`config.mk`:
```
export PLATFORM = sky130hd
export DESIGN_NAME = alu_sequencer_flat
export DESIGN_NICKNAME = d
export VERILOG_FILES = /design/src/rtl/alu_pkg.sv /design/src/rtl/alu_sequencer_if.sv /design/src/rtl/regfile_4x8.sv /design/src/rtl/alu_sequencer.sv /design/src/flat_wrapper.sv
export SDC_FILE = /design/constraint.sdc
export NUM_CORES = 1
export LEC_CHECK = 0
export ABC_AREA = 1
export CAP_MARGIN = 20
export CORE_MARGIN = 1
export CORE_UTILIZATION = 41
export DETAILED_ROUTE_END_ITERATION = 6
export PLACE_DENSITY_LB_ADDON = 0.2
export SLEW_MARGIN = 40
export SYNTH_ARGS = -nofsm -noshare
export SYNTH_HDL_FRONTEND = slang
export SYNTH_SLANG_ARGS = --single-unit
```
`constraint.sdc`:
```
create_clock -name clk -period 3.5 [get_ports clk]
set_clock_uncertainty 0.15 [all_clocks]
set_input_delay 0.875 -clock clk [delete_from_list [all_inputs] [get_ports clk]]
set_output_delay 0.875 -clock clk [all_outputs]
set_load 0.03 [all_outputs]
```
`src/rtl/alu_pkg.sv`:
```
// -----------------------------------------------------------------------------
// alu_pkg
// Shared definitions for the 8-bit ALU and its control-side sequencer:
//   - alu_op_e    : ALU opcodes (OP_ADD..OP_CMP), also used by alu_8bit
//   - bit positions of the fields inside a 16-bit instruction word
//   - state_e     : sequencer FSM encoding (IDLE=0, EXEC=1, WB=2, LDW=3)
//   - instr_t     : decoded instruction, produced by decode()
// No ports (package).
// -----------------------------------------------------------------------------
package alu_pkg;

   typedef enum logic [2:0] {
      OP_ADD = 3'b000,
      OP_SUB = 3'b001,
      OP_AND = 3'b010,
      OP_OR  = 3'b011,
      OP_XOR = 3'b100,
      OP_MUL = 3'b101,
      OP_DIV = 3'b110,
      OP_CMP = 3'b111
   } alu_op_e;

   localparam int INSTR_W    = 16;
   localparam int LDI_BIT    = 15;
   // LDI fields
   localparam int LDI_RD_HI  = 12;
   localparam int LDI_RD_LO  = 11;
   localparam int IMM_HI     = 7;
   localparam int IMM_LO     = 0;
   // ALU fields
   localparam int OP_HI      = 14;
   localparam int OP_LO      = 12;
   localparam int RD_HI      = 11;
   localparam int RD_LO      = 10;
   localparam int RA_HI      = 9;
   localparam int RA_LO      = 8;
   localparam int RB_HI      = 7;
   localparam int RB_LO      = 6;

   typedef enum logic [1:0] {
      ST_IDLE = 2'd0,
      ST_EXEC = 2'd1,
      ST_WB   = 2'd2,
      ST_LDW  = 2'd3
   } state_e;

   typedef struct packed {
      logic       is_ldi;
      alu_op_e    op;
      logic [1:0] rd;
      logic [1:0] ra;
      logic [1:0] rb;
      logic [7:0] imm;
   } instr_t;

   // The destination field sits in a different place for LDI and ALU words;
   // the other fields are extracted unconditionally and used only when relevant.
   function automatic instr_t decode(input logic [INSTR_W-1:0] w);
      instr_t d;
      d.is_ldi = w[LDI_BIT];
      d.op     = alu_op_e'(w[OP_HI:OP_LO]);
      d.rd     = w[LDI_BIT] ? w[LDI_RD_HI:LDI_RD_LO] : w[RD_HI:RD_LO];
      d.ra     = w[RA_HI:RA_LO];
      d.rb     = w[RB_HI:RB_LO];
      d.imm    = w[IMM_HI:IMM_LO];
      return d;
   endfunction

endpackage

```
`src/rtl/alu_sequencer_if.sv`:
```
// -----------------------------------------------------------------------------
// alu_sequencer_if
// Instruction handshake between an instruction source and the sequencer.
//   in_valid : source -> sequencer, instruction word valid
//   in_ready : sequencer -> source, instruction can be accepted
//   in_instr : source -> sequencer, 16-bit instruction word
// Modports: master (instruction source), slave (sequencer).
// -----------------------------------------------------------------------------
interface alu_sequencer_if;
   import alu_pkg::*;

   logic               in_valid;
   logic               in_ready;
   logic [INSTR_W-1:0] in_instr;

   modport master (output in_valid, output in_instr, input  in_ready);
   modport slave  (input  in_valid, input  in_instr, output in_ready);

endinterface

```
`src/rtl/regfile_4x8.sv`:
```
// -----------------------------------------------------------------------------
// regfile_4x8
// Four 8-bit registers: one synchronous write port, two combinational read
// ports for the ALU operands and one combinational debug read port.
//   clk, rst             : clock, asynchronous active-high reset (clears all)
//   we_i/waddr_i/wdata_i : write port
//   raddr_a_i/rdata_a_o  : operand A read port
//   raddr_b_i/rdata_b_o  : operand B read port
//   dbg_addr_i/dbg_data_o: debug read port
// -----------------------------------------------------------------------------
module regfile_4x8 (
   input  logic       clk,
   input  logic       rst,
   input  logic       we_i,
   input  logic [1:0] waddr_i,
   input  logic [7:0] wdata_i,
   input  logic [1:0] raddr_a_i,
   input  logic [1:0] raddr_b_i,
   input  logic [1:0] dbg_addr_i,
   output logic [7:0] rdata_a_o,
   output logic [7:0] rdata_b_o,
   output logic [7:0] dbg_data_o
);

   logic [7:0] rf_q [4];

   // NOTE: only four registers, so a full async clear is cheap and gives
   // defined operands after reset; larger arrays would normally be left
   // unreset so they can map onto RAM.
   always_ff @(posedge clk or posedge rst) begin
      if (rst) begin
         for (int i = 0; i < 4; i++) rf_q[i] <= '0;
      end else if (we_i) begin
         rf_q[waddr_i] <= wdata_i;
      end
   end

   assign rdata_a_o  = rf_q[raddr_a_i];
   assign rdata_b_o  = rf_q[raddr_b_i];
   assign dbg_data_o = rf_q[dbg_addr_i];

endmodule

```
`src/rtl/alu_sequencer.sv`:
```
// -----------------------------------------------------------------------------
// alu_sequencer
// Accepts one 16-bit instruction at a time, drives the combinational ALU from
// a 4x8 register file and writes the result and flags back.
//   clk, rst   : clock, asynchronous active-high reset
//   in_if      : instruction handshake (slave), in_ready high only in IDLE
//   alu_a/b    : registered ALU operands
//   alu_sel    : registered ALU opcode
//   alu_out    : ALU result,  carry_out: ALU carry/borrow/overflow/div-zero
//   done       : one-cycle pulse when an instruction retires
//   res_data   : value written by the last retired instruction
//   carry_flag : carry of the last ALU instruction (LDI leaves it alone)
//   zero_flag  : res_data == 0 for the last retired instruction
//   dbg_addr/dbg_data : combinational register file read
// Parameter SETTLE (1..4): cycles the ALU inputs are held before sampling.
// -----------------------------------------------------------------------------
module alu_sequencer
   import alu_pkg::*;
#(
   parameter int SETTLE = 1
) (
   input  logic              clk,
   input  logic              rst,
   alu_sequencer_if.slave    in_if,
   output logic [7:0]        alu_a,
   output logic [7:0]        alu_b,
   output logic [2:0]        alu_sel,
   input  logic [7:0]        alu_out,
   input  logic              carry_out,
   output logic              done,
   output logic [7:0]        res_data,
   output logic              carry_flag,
   output logic              zero_flag,
   input  logic [1:0]        dbg_addr,
   output logic [7:0]        dbg_data
);

   localparam logic [1:0] SETTLE_INIT = 2'(SETTLE - 1);

   state_e     state_q,   state_d;
   logic [1:0] cnt_q,     cnt_d;
   logic [1:0] rd_q,      rd_d;
   logic [7:0] imm_q,     imm_d;
   logic [7:0] alu_a_q,   alu_a_d;
   logic [7:0] alu_b_q,   alu_b_d;
   alu_op_e    alu_sel_q, alu_sel_d;
   logic       done_q,    done_d;
   logic [7:0] res_q,     res_d;
   logic       carry_q,   carry_d;
   logic       zero_q,    zero_d;

   instr_t     dec;
   logic       rf_we;
   logic [7:0] rf_wdata;
   logic [7:0] rf_rd_a;
   logic [7:0] rf_rd_b;

   assign dec = decode(in_if.in_instr);

   // Operand addresses come straight from the incoming word so the operands
   // are the register values at the transfer edge (old value when rd==ra/rb).
   regfile_4x8 u_rf (
      .clk        (clk),
      .rst        (rst),
      .we_i       (rf_we),
      .waddr_i    (rd_q),
      .wdata_i    (rf_wdata),
      .raddr_a_i  (dec.ra),
      .raddr_b_i  (dec.rb),
      .dbg_addr_i (dbg_addr),
      .rdata_a_o  (rf_rd_a),
      .rdata_b_o  (rf_rd_b),
      .dbg_data_o (dbg_data)
   );

   // NOTE: state registers use non-blocking assignments so every flop samples
   // the pre-edge values regardless of process ordering.
   always_ff @(posedge clk or posedge rst) begin
      if (rst) begin
         state_q   <= ST_IDLE;
         cnt_q     <= '0;
         rd_q      <= '0;
         imm_q     <= '0;
         alu_a_q   <= '0;
         alu_b_q   <= '0;
         alu_sel_q <= OP_ADD;
         done_q    <= 1'b0;
         res_q     <= '0;
         carry_q   <= 1'b0;
         zero_q    <= 1'b0;
      end else begin
         state_q   <= state_d;
         cnt_q     <= cnt_d;
         rd_q      <= rd_d;
         imm_q     <= imm_d;
         alu_a_q   <= alu_a_d;
         alu_b_q   <= alu_b_d;
         alu_sel_q <= alu_sel_d;
         done_q    <= done_d;
         res_q     <= res_d;
         carry_q   <= carry_d;
         zero_q    <= zero_d;
      end
   end

   always_comb begin
      // NOTE: every output of this block gets a default first, so no path
      // through the case statement can leave one unassigned and infer a latch.
      state_d   = state_q;
      cnt_d     = cnt_q;
      rd_d      = rd_q;
      imm_d     = imm_q;
      alu_a_d   = alu_a_q;
      alu_b_d   = alu_b_q;
      alu_sel_d = alu_sel_q;
      done_d    = 1'b0;
      res_d     = res_q;
      carry_d   = carry_q;
      zero_d    = zero_q;
      rf_we     = 1'b0;
      rf_wdata  = '0;

      unique case (state_q)
         ST_IDLE: begin
            if (in_if.in_valid) begin
               rd_d = dec.rd;
               if (dec.is_ldi) begin
                  imm_d   = dec.imm;
                  state_d = ST_LDW;
               end else begin
                  alu_a_d   = rf_rd_a;
                  alu_b_d   = rf_rd_b;
                  alu_sel_d = dec.op;
                  cnt_d     = SETTLE_INIT;
                  state_d   = ST_EXEC;
               end
            end
         end
         ST_EXEC: begin
            if (cnt_q == 2'd0) state_d = ST_WB;
            else               cnt_d   = cnt_q - 2'd1;
         end
         ST_WB: begin
            rf_we    = 1'b1;
            rf_wdata = alu_out;
            res_d    = alu_out;
            carry_d  = carry_out;
            zero_d   = (alu_out == 8'd0);
            done_d   = 1'b1;
            state_d  = ST_IDLE;
         end
         ST_LDW: begin
            rf_we    = 1'b1;
            rf_wdata = imm_q;
            res_d    = imm_q;
            zero_d   = (imm_q == 8'd0);
            done_d   = 1'b1;
            state_d  = ST_IDLE;
         end
         default: state_d = ST_IDLE;
      endcase
   end

   assign in_if.in_ready = (state_q == ST_IDLE);
   assign alu_a          = alu_a_q;
   assign alu_b          = alu_b_q;
   assign alu_sel        = alu_sel_q;
   assign done           = done_q;
   assign res_data       = res_q;
   assign carry_flag     = carry_q;
   assign zero_flag      = zero_q;

endmodule
```
`src/flat_wrapper.sv`:
```
// flat-port wrapper written by rule: the top's interface ports become plain ports
module alu_sequencer_flat import alu_pkg::*;
#(
   parameter int SETTLE = 1
)
  (clk, rst, alu_a, alu_b, alu_sel, alu_out, carry_out, done, res_data, carry_flag, zero_flag, dbg_addr, dbg_data, in_if_in_valid, in_if_in_instr, in_if_in_ready);
  alu_sequencer_if in_if_i ();
  input  logic clk;
  input  logic rst;
  output logic [7:0] alu_a;
  output logic [7:0] alu_b;
  output logic [2:0] alu_sel;
  input  logic [7:0] alu_out;
  input  logic carry_out;
  output logic done;
  output logic [7:0] res_data;
  output logic carry_flag;
  output logic zero_flag;
  input  logic [1:0] dbg_addr;
  output logic [7:0] dbg_data;
  input wire logic [$bits(in_if_i.in_valid)-1:0] in_if_in_valid;
  input wire logic [$bits(in_if_i.in_instr)-1:0] in_if_in_instr;
  output wire logic [$bits(in_if_i.in_ready)-1:0] in_if_in_ready;
  assign in_if_i.in_valid = in_if_in_valid;
  assign in_if_i.in_instr = in_if_in_instr;
  assign in_if_in_ready = in_if_i.in_ready;
  alu_sequencer #(.SETTLE(SETTLE)) u_core (.clk(clk), .rst(rst), .in_if(in_if_i), .alu_a(alu_a), .alu_b(alu_b), .alu_sel(alu_sel), .alu_out(alu_out), .carry_out(carry_out), .done(done), .res_data(res_data), .carry_flag(carry_flag), .zero_flag(zero_flag), .dbg_addr(dbg_addr), .dbg_data(dbg_data));
endmodule
```
Word-level counts from Yosys, hierarchy flattened

Index checks and enable logic that the tools add are counted.

Bits in registers: 76
Bits of input ports: 30
Word-level logic and storage cells: 71

$add $sub $neg: 1
Magnitude comparators: 5
Eq/ne operators: 7
Multiplexer cells: 25
Bitwise logic cells: 5
Reductions and logical operators: 13

Operator list:

| operator                                           | number |
|---|---|
| 2-to-1 mux 8 bit                                   | 7 |
| binary-select mux 8 bit (select 2 bit)             | 3 |
| bitwise mux 32 bit                                 | 1 |
| one-hot mux 8 bit (2 select lines)                 | 2 |
| demux 8 bit (select 2 bit)                         | 1 |
| zero test 8 bit                                    | 2 |
| 2-to-1 mux 2 bit                                   | 7 |
| >= comparator 3 bit, second input constant         | 4 |
| inverter 2 -> 3 bit                                | 4 |
| != test 2 bit, second input constant               | 3 |
| one-hot mux 2 bit (3 select lines)                 | 1 |
| AND reduction 3 bit                                | 2 |
| == test 2 bit, second input constant               | 2 |
| zero test 2 bit                                    | 2 |
| one-hot mux 2 bit (2 select lines)                 | 1 |
| AND reduction 2 bit                                | 2 |
| AND reduction 4 bit                                | 1 |
| nonzero test 2 bit                                 | 2 |
| < comparator 3 x 1 -> 1 bit, second input constant | 1 |
| == test 2 x 1 -> 1 bit, second input constant      | 1 |
| != test 2 x 1 -> 1 bit, second input constant      | 1 |
| one-hot mux 1 bit (2 select lines)                 | 1 |
| OR reduction 2 bit                                 | 1 |
| subtractor 2 x 1 -> 2 bit, second input constant   | 1 |
| other kinds (3)                                    | 3 |

Logic depth before layout (Yosys ltp)

Gate-level depths: netlist (run 1).

Depth after elaboration: 6
Gate-level depth with buffers: 8
Depth with buffers taken out: 6

By module

Synthesis (run 1) repeated with hierarchy kept, for this count alone.

Cells, all modules: 597
Area, all modules: 4251.6 sq um

By module, submodules not included:

| module        | times used | cells each | area each (sq um) |
|---|---|---|---|
| regfile_4x8   | 1          | 360        | 2314.7 |
| alu_sequencer | 1          | 237        | 1936.9 |

Worst setup path after synthesis (run 1)

OpenSTA, ideal clock, no wires.

Path kind: input -> output
Start: in dbg_addr[1]
End: out dbg_data[7]
Data arrival time: 1.610 ns
Setup slack: 0.865 ns
Cell stages on the path: 4
Cell sequence: clkbuf_1 > buf_2 > o211ai_1 > nand2_1

Word-level cells in the longest chain between the ends: 4

Ends and longest elaborated chain:

| item                                                | line               | RTL |
|---|---|---|
| from (decl)                                         | flat_wrapper.sv:19 | `input logic [1:0] dbg_addr;` |
| inverter 2 -> 3 bit (not written as such)           | regfile_4x8.sv:40  | `assign dbg_data_o = rf_q[dbg_addr_i];` |
| binary-select mux 8 bit (select 2 bit)              | regfile_4x8.sv:40  |  |
| 2-to-1 mux 8 bit (not written as such) (2 in a row) | regfile_4x8.sv:40  |  |
| to (decl)                                           | flat_wrapper.sv:20 | `output logic [7:0] dbg_data;` |

Every way passes these cells. The select of a mux whose other input is x is not followed.

Worst setup path in the final report (run 1)

Start: in dbg_addr[1]
End: out dbg_data[4]

Same word-level chain as after synthesis.

==> results of run 1 <==
==> through the flow <==
step,area (sq um),hold WS (ns)
finish,5020,0.332
detailed placement,4790,0.314
global route,5020,0.355
global placement,4790,0.305
floorplan,4040,0.292
CTS,5020,0.336
==> cells in the mapped netlist <==
cell type,instances,area [sq um]
inv_4,1,6.26
nor2_4,3,33.8
nand2_2,2,12.5
buf_4,1,7.51
buf_2,8,40.0
clkbuf_1,9,33.8
buf_6,3,33.8
ha_1,1,12.5
nand2_1,296,1110
nor3_4,3,48.8
o21ai_0,18,90.1
dfrtp_1,76,1900
nand2_4,1,11.3
nor3_1,1,5.00
clkbuf_2,1,5.00
o211ai_1,8,60.1
a21oi_1,9,45.0
inv_2,4,15.0
o22ai_1,8,50.1
inv_1,72,270
nand3_1,39,195
a21boi_0,1,7.51
nand4_1,2,12.5
nor2_1,9,33.8
==> power by group <==
group	internal (mW)	switching, mW	total [mW]
logic	0.640	1.14	1.78
registers	1.24	0.255	1.49
clock network	0.436	0.330	0.766
total	2.31	1.73	4.04
==> routing by layer <==
metal / wire length, microns / vias up
li1: - / 1875
met1: 4840 / 1792
met2: 4950 / 126
met3: 619 / 25
met4: 316 / 0
met5: 0 / -
==> flip-flops by register name, indices dropped and copies added (netlist names) <==
name	count
u_core.state_q	2
u_core.cnt_q	2
u_core.carry_flag	1
u_core.imm_q	8
u_core.zero_flag	1
u_core.alu_a	8
u_core.u_rf.rf_q	32
u_core.done	1
u_core.rd_q	2
u_core.alu_b	8
u_core.res_data	8
u_core.alu_sel	3
==> kinds of logic (layout without fill, tap and decap cells) <==
kind of cell	Yosys count	count (layout)	synth area share, %
compound gates	44	44	6.25
fa+ha+maj	1	1	0.309
buf+inv	99	165	10.2
flops	76	76	47.0
simple gates	356	356	36.2
==> how the worst max path moves through the flow <==
stage                     start                     endpoint  slack, ns
floorplan                   rst  u_core.alu_a[0]$_DFFE_PP0P_       0.54
finish              dbg_addr[1]                  dbg_data[4]       0.27
detailed placement  dbg_addr[1]                  dbg_data[4]       0.31
global route        dbg_addr[1]                  dbg_data[2]       0.18
global placement    dbg_addr[1]                  dbg_data[7]       0.37
CTS                 dbg_addr[1]                  dbg_data[4]       0.30
==> worst max-delay path, cell delays in order <==
cell             delay (ns)
clkdlybuf4s50_1        0.84
o211ai_1               0.18
nand2_1                0.13
buf_4                  0.16
==> area by class of cell <==
type | count | area share, %
Tap cell | 129 | 3.22
Clock inverter | 4 | 1.45
Inverter | 77 | 5.81
Multi-Input combinational cell | 401 | 34.5
Timing Repair Buffer | 73 | 14.2
Clock buffer | 11 | 3.02
Sequential cell | 76 | 37.9
==> flow_summary.ini, run 1 <==
[placed_design]
place.gp.congestion = 0.878
hpwl_microns = 7750
place_ws_ns = 0.305
numPortBuffers = 68
dpl.cell_count = 756

[final_layout]
areaGrowthSynthToFinish_pct = 24.1
fill_cells = 947
multi_input_area_sq_mm = 0.00173
antenna_cells = 0
final-seq-area_sq_mm = 0.00190
final_common_cell = nand2_1
fin_util_pct = 53.3
drive_above_1_share_pct = 6.70
layout_common_cells = nand2_1 (296), dfrtp_1 (76), inv_1 (71)
nets = 669
instances_no_fill = 771

[clock_tree]
cts_buffer_depth = 2
numCtsBuffers = 9
tritoncts = done
clk_latency_ns = 0.35
cts_resized = 0
hold_buffers = 0
clkTransAtPathRegs_ns = 0.07
post_cts_buffers = 0
cts-root-buf = clkbuf_8
ctsHtreeMaxLevel = 3
cts_num_sinks = 76

[critical_path]
r2r_slack_ns = 1.65
critical_path_class = input port to output pin
crit_arrival_ns = 2.20
timing.rr.start = u_core.state_q[1]$_DFFE_PP0P_
end_kind = output pin
reg2reg_to = u_core.u_rf.rf_q[9]$_DFFE_PP0P_
start_kind = input port
r2r_cells = 5
crit_fanout = 16
cp.required_ns = 2.47

[global_routing]
grt.met3_usage_pct = 5.18
antenna_found_initial = 0
grt_pass1_wl_microns = 18600
grt_pass1_vias = 3874
overflow = 0
grt_max_degree = 58
track_usage_pct = 23.7
grtUsageMet1_pct = 31.5
grtUsageMet2_pct = 37.2
grt.busiest_layer = met2

[sta]
slew_viol_final = 0
grt_setup_unrepaired = false
fin_crit_ns = 3.23
relSlewSlack_pct = 60.4
max_slew.worst_pin.slew_ns = 0.594
finalSetupTns_ns = 0
finalHoldViolations = 0
fin_crit_sh_pct = 92.2
fmax_ghz = 0.310
setup_ws_ns = 0.274
setup_violations = 0

[floorplan]
die_x_microns = 101
die-area_sq_mm = 0.0103
rows = 35
fp.dieH_microns = 101
io-pin-count = 69
start_util_pct = 42.9
core-area_sq_mm = 0.00942

[drt]
detail-route-antenna-nets = 0
vias = 3818
drc = 0
dr.pass1.iters = 5
routed_via_density = 4.95
first_iter_violations = 288
routedWlPerCell_microns = 13.9
totalWireLength_microns = 10700

[power]
ir_drop_uv = 439
p_leak_nw = 2.71
p_per_area_mw_per_mm2 = 805
p_total_mw = 4.04

[synth]
ys_seq_elements = 76
synth_area_sq_mm = 0.00404
syn-instance-count = 576
yosys_warnings = 0
synth_seq_area_share_pct = 47.0
synth_area_per_cell_sq_um = 7.02
ys_types = 24
synth_nets = 607

[worst_hold_path]
whs_path_depth = 2
hold_path.class = register to register
min_from = u_core.alu_sel[2]$_DFFE_PP0P_
hold_end = u_core.alu_sel[2]$_DFFE_PP0P_

[run_status]
status = complete, no violations

[run]
drv_cap = 0
No activity file was read; power rests on OpenSTA's default activity.
==> run 2, diff against run 1 <==
Settings changed: SKIP_CTS_REPAIR_TIMING set to 1.
==> results of run 2 <==
Final layout, timing and power as in run 1 (identical DEF).
